===== src/rtl/shift_reg_word.sv =====
// Serial-to-parallel word assembler with a valid/ready serial input, a one-entry
// holding register on the parallel side, and a D flip-flop style copy of the last bit.
module shift_reg_word #(
  parameter int WIDTH     = 8,
  parameter int MSB_FIRST = 1
) (
  input  logic                     sys_clk,
  input  logic                     sys_rst,
  input  logic                     D,
  input  logic                     in_valid,
  output logic                     in_ready,
  output logic                     Q,
  output logic [$clog2(WIDTH)-1:0] bit_cnt,
  output logic [WIDTH-1:0]         par_out,
  output logic                     out_valid,
  input  logic                     out_ready
);

  localparam int CW = $clog2(WIDTH);
  localparam logic [CW-1:0] CNT_ONE  = CW'(1);
  localparam logic [CW-1:0] CNT_LAST = CW'(WIDTH - 1);

  typedef enum logic [0:0] {
    COLLECT = 1'b0,
    STALLED = 1'b1
  } state_t;

  state_t           state_q, state_d;
  logic [WIDTH-1:0] sreg_q, sreg_d;
  logic [CW-1:0]    cnt_q, cnt_d;
  logic [WIDTH-1:0] par_q, par_d;
  logic             ov_q, ov_d;
  logic             q_q, q_d;

  logic [WIDTH-1:0] shifted_s;
  logic             acc_s;
  logic             last_s;
  logic             hold_free_s;
  logic             consume_s;

  // in_ready comes only from the registered state, never from out_ready/in_valid
  assign in_ready    = (state_q == COLLECT);
  assign acc_s       = in_valid && in_ready;
  assign last_s      = (cnt_q == CNT_LAST);
  assign hold_free_s = !ov_q || out_ready;
  assign consume_s   = ov_q && out_ready;

  assign Q         = q_q;
  assign bit_cnt   = cnt_q;
  assign par_out   = par_q;
  assign out_valid = ov_q;

  always_comb begin
    shifted_s = sreg_q;
    if (MSB_FIRST != 0) begin
      shifted_s = {sreg_q[WIDTH-2:0], D};
    end else begin
      shifted_s = {D, sreg_q[WIDTH-1:1]};
    end
  end

  always_comb begin
    state_d = state_q;
    sreg_d  = sreg_q;
    cnt_d   = cnt_q;
    par_d   = par_q;
    ov_d    = ov_q;
    q_d     = q_q;
    case (state_q)
      COLLECT: begin
        if (acc_s) begin
          sreg_d = shifted_s;
          q_d    = D;
          if (last_s) begin
            cnt_d = '0;
            // A completed word overwrites the holding register whenever it is
            // free, which also covers a same-cycle consume without a bubble.
            if (hold_free_s) begin
              par_d = shifted_s;
              ov_d  = 1'b1;
            end else begin
              state_d = STALLED;
            end
          end else begin
            cnt_d = cnt_q + CNT_ONE;
            if (consume_s) begin
              ov_d = 1'b0;
            end else begin
              ov_d = ov_q;
            end
          end
        end else begin
          if (consume_s) begin
            ov_d = 1'b0;
          end else begin
            ov_d = ov_q;
          end
        end
      end
      STALLED: begin
        // out_valid is necessarily set here; releasing moves sreg into holding
        if (out_ready) begin
          par_d   = sreg_q;
          ov_d    = 1'b1;
          state_d = COLLECT;
        end else begin
          state_d = STALLED;
        end
      end
      default: begin
        state_d = COLLECT;
      end
    endcase
  end

  always_ff @(posedge sys_clk) begin
    if (sys_rst) begin
      state_q <= COLLECT;
      sreg_q  <= '0;
      cnt_q   <= '0;
      par_q   <= '0;
      ov_q    <= 1'b0;
      q_q     <= 1'b0;
    end else begin
      state_q <= state_d;
      sreg_q  <= sreg_d;
      cnt_q   <= cnt_d;
      par_q   <= par_d;
      ov_q    <= ov_d;
      q_q     <= q_d;
    end
  end

endmodule


===== config.mk =====
export PLATFORM = sky130hd
export DESIGN_NAME = shift_reg_word
export DESIGN_NICKNAME = d
export VERILOG_FILES = /design/src/rtl/shift_reg_word.sv
export SDC_FILE = /design/constraint.sdc
export NUM_CORES = 1
export LEC_CHECK = 0
export CORE_MARGIN = 10
export CORE_UTILIZATION = 50
export DETAILED_ROUTE_END_ITERATION = 7
export HOLD_SLACK_MARGIN = 0.02
export PLACE_DENSITY = 0.78
export REMOVE_ABC_BUFFERS = 1
export SYNTH_ARGS = -nofsm -noshare
export SYNTH_HDL_FRONTEND = slang
export SYNTH_SLANG_ARGS = --single-unit
export TNS_END_PERCENT = 5

===== constraint.sdc =====
create_clock -name sys_clk -period 4.5 [get_ports sys_clk]
set_input_delay 1.125 -clock sys_clk [delete_from_list [all_inputs] [get_ports sys_clk]]
set_output_delay 1.125 -clock sys_clk [all_outputs]
set_load 0.03 [all_outputs]

# --- Word-level counts from Yosys, hierarchy flattened ---
# Cells that the tools add are included.
op_classes:
  addsub: 1
  mul: 0
  div: 0
  n_lt_le_gt_ge: 0
  n_eq_ne: 6
  shift: 0
  mux: 17
  bitwise_logic: 1
  n_reduce_logical: 7
ops:
  columns: ["operator", "n"]
  rows:
  - ["$mux W8", 4]
  - ["$pmux W8 S2", 1]
  - ["$mux W1", 9]
  - ["$ne A2 B1 Y1 const B", 3]
  - ["$ne A4 B3 Y1 const B", 1]
  - ["$pmux W1 S2", 2]
  - ["$reduce_and A2 Y1", 2]
  - ["$reduce_and A4 Y1", 1]
  - ["$add A3 B1 Y3 const B", 1]
  - ["$eq A3 B3 Y1 const B", 1]
  - ["$mux W3", 1]
  - ["$logic_and A1 B1 Y1", 2]
  - ["$ne A2 B2 Y1 const B", 1]
  - ["$logic_not A1 Y1", 1]
  - ["$logic_or A1 B1 Y1", 1]
  - ["$not A1 Y1", 1]
totals:
  regBits: 22
  latchBits: 0
  ramBits: 0
  mem_bits_ro: 0
  input_bits: 5
  output_inout_bits: 14
  wordCells: 38
  mem_count: 0

# --- Longest topological paths before layout ---
depth:
  ltp_word: 6
  ltp_mapped: 7
  depth_no_buf: 5

# --- Worst setup path after synthesis ---
# OpenSTA, ideal clock, no wires.
synth_path:
  kind: "flip-flop to output port"
  startpoint: "register state_q"
  endpoint: "output in_ready"
  arrival_ns: 0.823
  slack_ns: 2.552
  stages_incl_launch_ff: 4
  path_buffers: 2
  cell_sequence: "dfxtp_1 -> buf_6 -> buf_2 -> inv_1"
synth_via:
  elab_chain_cells: 1
synth_lines:
  columns: ["element", "line_no", "source"]
  rows:
  - ["from (decl)", "28", "state_t state_q, state_d;"]
  - ["from (signal assigned)", "125", "state_q <= state_d;"]
  - ["$not A1 Y1 (no source line)", null, null]
  - ["to (decl)", "11", "output logic in_ready,"]
# Every way passes these cells.

# --- Worst setup path after layout ---
# Same ends and word-level chain as after synthesis.

==> results.md <==
* Status: completed
* Mapped Cells at 100
* Peak supply drop at 209.9 uV
* Final Max Slew Viols at 0
* Pre-Repair DR Iteration Count at 4
* Worst-path clk slew at 0.11 ns
* Period minus WS final at 2.926 ns
* DP Area at 1107 sq um
* Largest net degree at the start of global routing at 22
* Most common cell after layout, fill and taps aside: dfxtp_1
* P&R area growth vs syn at 19.21%
* Sequential fraction of the synthesis area at 44.21%
* Yosys warns at 0
* Die ar. at 4046 sq um
* Fin Setup TNS at 0 ns
* Total Power at 305.7 uW
* Fmax at 341.8 MHz
* Diode count at 0
* Hold crit path type: reg2reg
* CP required at 3.38 ns
* Final nets at 123
* Unrepaired setup endpoints after global routing: false
* Reg2Reg Depth at 3
* Remaining global-route overflow at 0
* Post-synth top area share at 44.21%
* CP startpoint kind: flop
* Simple-gate share of the synthesized area at 11.97%
* Maximum fanout along the worst path at 15
* TritonCTS clock tree: done
* First-pass GRT wire length at 3180 microns
* Period utilization at 65.02%
* Final Setup Violations at 0
* Hpwl dp at 1343 microns
* ANT nets after route at 0
* Least-Margin Pin Slew at 0.9009 ns
* Main combinational cell family by area after synthesis: compound AO/OA/AOI/OAI gates
* Most frequent cells in the layout: 21 x dfxtp_1, 20 x nand2_1, 19 x a21oi_1
* CP Launch Point: state_q$_SDFF_PP0_
* Hold Fails Final Rpt at 0
* Die height at 63.61 microns
* Initial Util at 53.90%
* Hold_buf cts at 0
* I/O pins at 19
* Post-route cell area at 1134 sq um
* Post-synth cell types at 20
* Residual DRC at 0
* Cell area after synthesis at 950.9 sq um
* Average wire per standard cell at 13.17 microns
* Synth area leaders: dfxtp_1 44%, a211oi_2 11%, mux2i_1 11%, a21oi_1 10%, nand2_1 7.9%
* Post-CTS sizing at 0
* Max-slew headroom at 39.75%
* # Post-CTS Setup Buffers at 0
* Bufs on Longest Clock Path at 2
* CP endpoint kind: output port
* XOR/XNOR share of the synthesized area at 0%
* RR Startpoint: state_q$_SDFF_PP0_
* Flop2flop setup slack at 2.88 ns
* GPL Wtd Cong at 0.7594
* Antenna violations before repair at 0
* CP Data Arrival Time at 1.80 ns
* Vias in the first global route at 691
* Num rows at 15
* Die X at 63.61 microns
* Max-cap violations at 0
* Clock sink total at 21
* Leak at 0.0003666 uW
* Total Wirelength at 1831 microns
* Total core area at 1764 sq um
* Setup CP Type: reg2out
* Mux contribution to synthesized area at 10.53%
* Critical Path End: in_ready
* Count of input and output buffers at 18
* Via density at 5.201
* Layout Skew at 0.003410 ns
* First DRT Iteration DRCs at 15
* Pwr/cell area at 269.7 nW/um^2
* Synth Area in Adders at 3.947%
* Synth Area in Compound Gates at 23.16%
* GRT Util Overall at 9.490%
* Top cell type by total area after synthesis: dfxtp_1
* CTS root buf: clkbuf_4
* Clk_lat worst skew at 0.30 ns
* H-tree depth at 1
* Via count at 723
* Syn_area_per_cell at 9.509 sq um
* CTS Buf Count at 3
* Share of cells above drive strength 1 at 11.40%
* Reg2reg end: bit_cnt[0]$_SDFFE_PP0P_
* Yosys reg bits at 21
==> worst min path at each step <==
stage	to	startpoint	slack, ns	cells past startpoint
2_1_floorplan	sreg_q[7]$_SDFFE_PP0P_	sreg_q[7]$_SDFFE_PP0P_	0.43	2
3_3_place_gp	sreg_q[7]$_SDFFE_PP0P_	sreg_q[7]$_SDFFE_PP0P_	0.45	2
3_5_place_dp	sreg_q[7]$_SDFFE_PP0P_	sreg_q[7]$_SDFFE_PP0P_	0.45	2
4_1_cts	sreg_q[7]$_SDFFE_PP0P_	sreg_q[7]$_SDFFE_PP0P_	0.47	2
5_1_grt	bit_cnt[1]$_SDFFE_PP0P_	bit_cnt[1]$_SDFFE_PP0P_	0.51	2
6_report	sreg_q[7]$_SDFFE_PP0P_	sreg_q[7]$_SDFFE_PP0P_	0.47	2
==> synthesized netlist by cell type <==
master	number
clkbuf_1	2
a21oi_1	19
nand2_1	20
a21o_1	1
a31oi_1	1
dfxtp_1	21
nand3_1	1
and2_4	1
o21bai_2	1
buf_6	3
a211oi_2	8
nor2_1	2
buf_1	1
buf_2	2
nor2b_1	1
mux2i_1	10
nor3_1	1
nand2b_1	1
ha_1	3
inv_1	1
==> through the flow <==
stage	cells	setup WS (ns)	hold slack [ns]	utilization, %
6_report	139	1.574	0.4655	64.26
5_1_grt	139	1.457	0.5107	64.26
4_1_cts	139	1.542	0.4716	64.26
3_5_place_dp	135	1.773	0.4547	62.77
3_3_place_gp	135	1.803	0.4476	62.77
2_1_floorplan	92	2.449	0.4300	-
==> metal layers <==
metal | up-vias | part of all wire, % | track usage, %
li1 | 375 | - | -
met1 | 323 | 47 | 11.57
met2 | 18 | 43 | 13.69
met3 | 7 | 7.2 | 4.770
met4 | 0 | 2.1 | 3.825
met5 | - | 0 | 0
==> state kept, by name, indices dropped and copies added, names as in the netlist <==
signal	cells
par_out	8
sreg_q	8
bit_cnt	3
out_valid	1
state_q	1
==> kinds of logic after synthesis <==
logic type      Yosys count
flops                    21
fa+ha+maj                 3
simple gates             27
compound gates           30
mux                      10
buf+inv                   9
==> power breakdown <==
part / internal (uW) / switching, uW
clock: 34.5 / 55.3
combinational: 10.1 / 14.9
sequential: 188 / 2.42
==> worst max-delay path: stages, from the launching register on <==
cell             delay (ns)
dfxtp_1                0.76
inv_1                  0.12
clkdlybuf4s50_1        0.62
==> cell type report <==
| cell class | instances | area (sq um) |
|---|---|---|
| fill | 174 | 630.6 |
| multi-input combinational | 70 | 471.7 |
| sequential | 21 | 420.4 |
| timing repair buffer | 18 | 180.2 |
| tap | 25 | 31.28 |
| clock buffer | 4 | 26.28 |
| inverter | 1 | 3.754 |
Power figures use the tool's default switching activity.
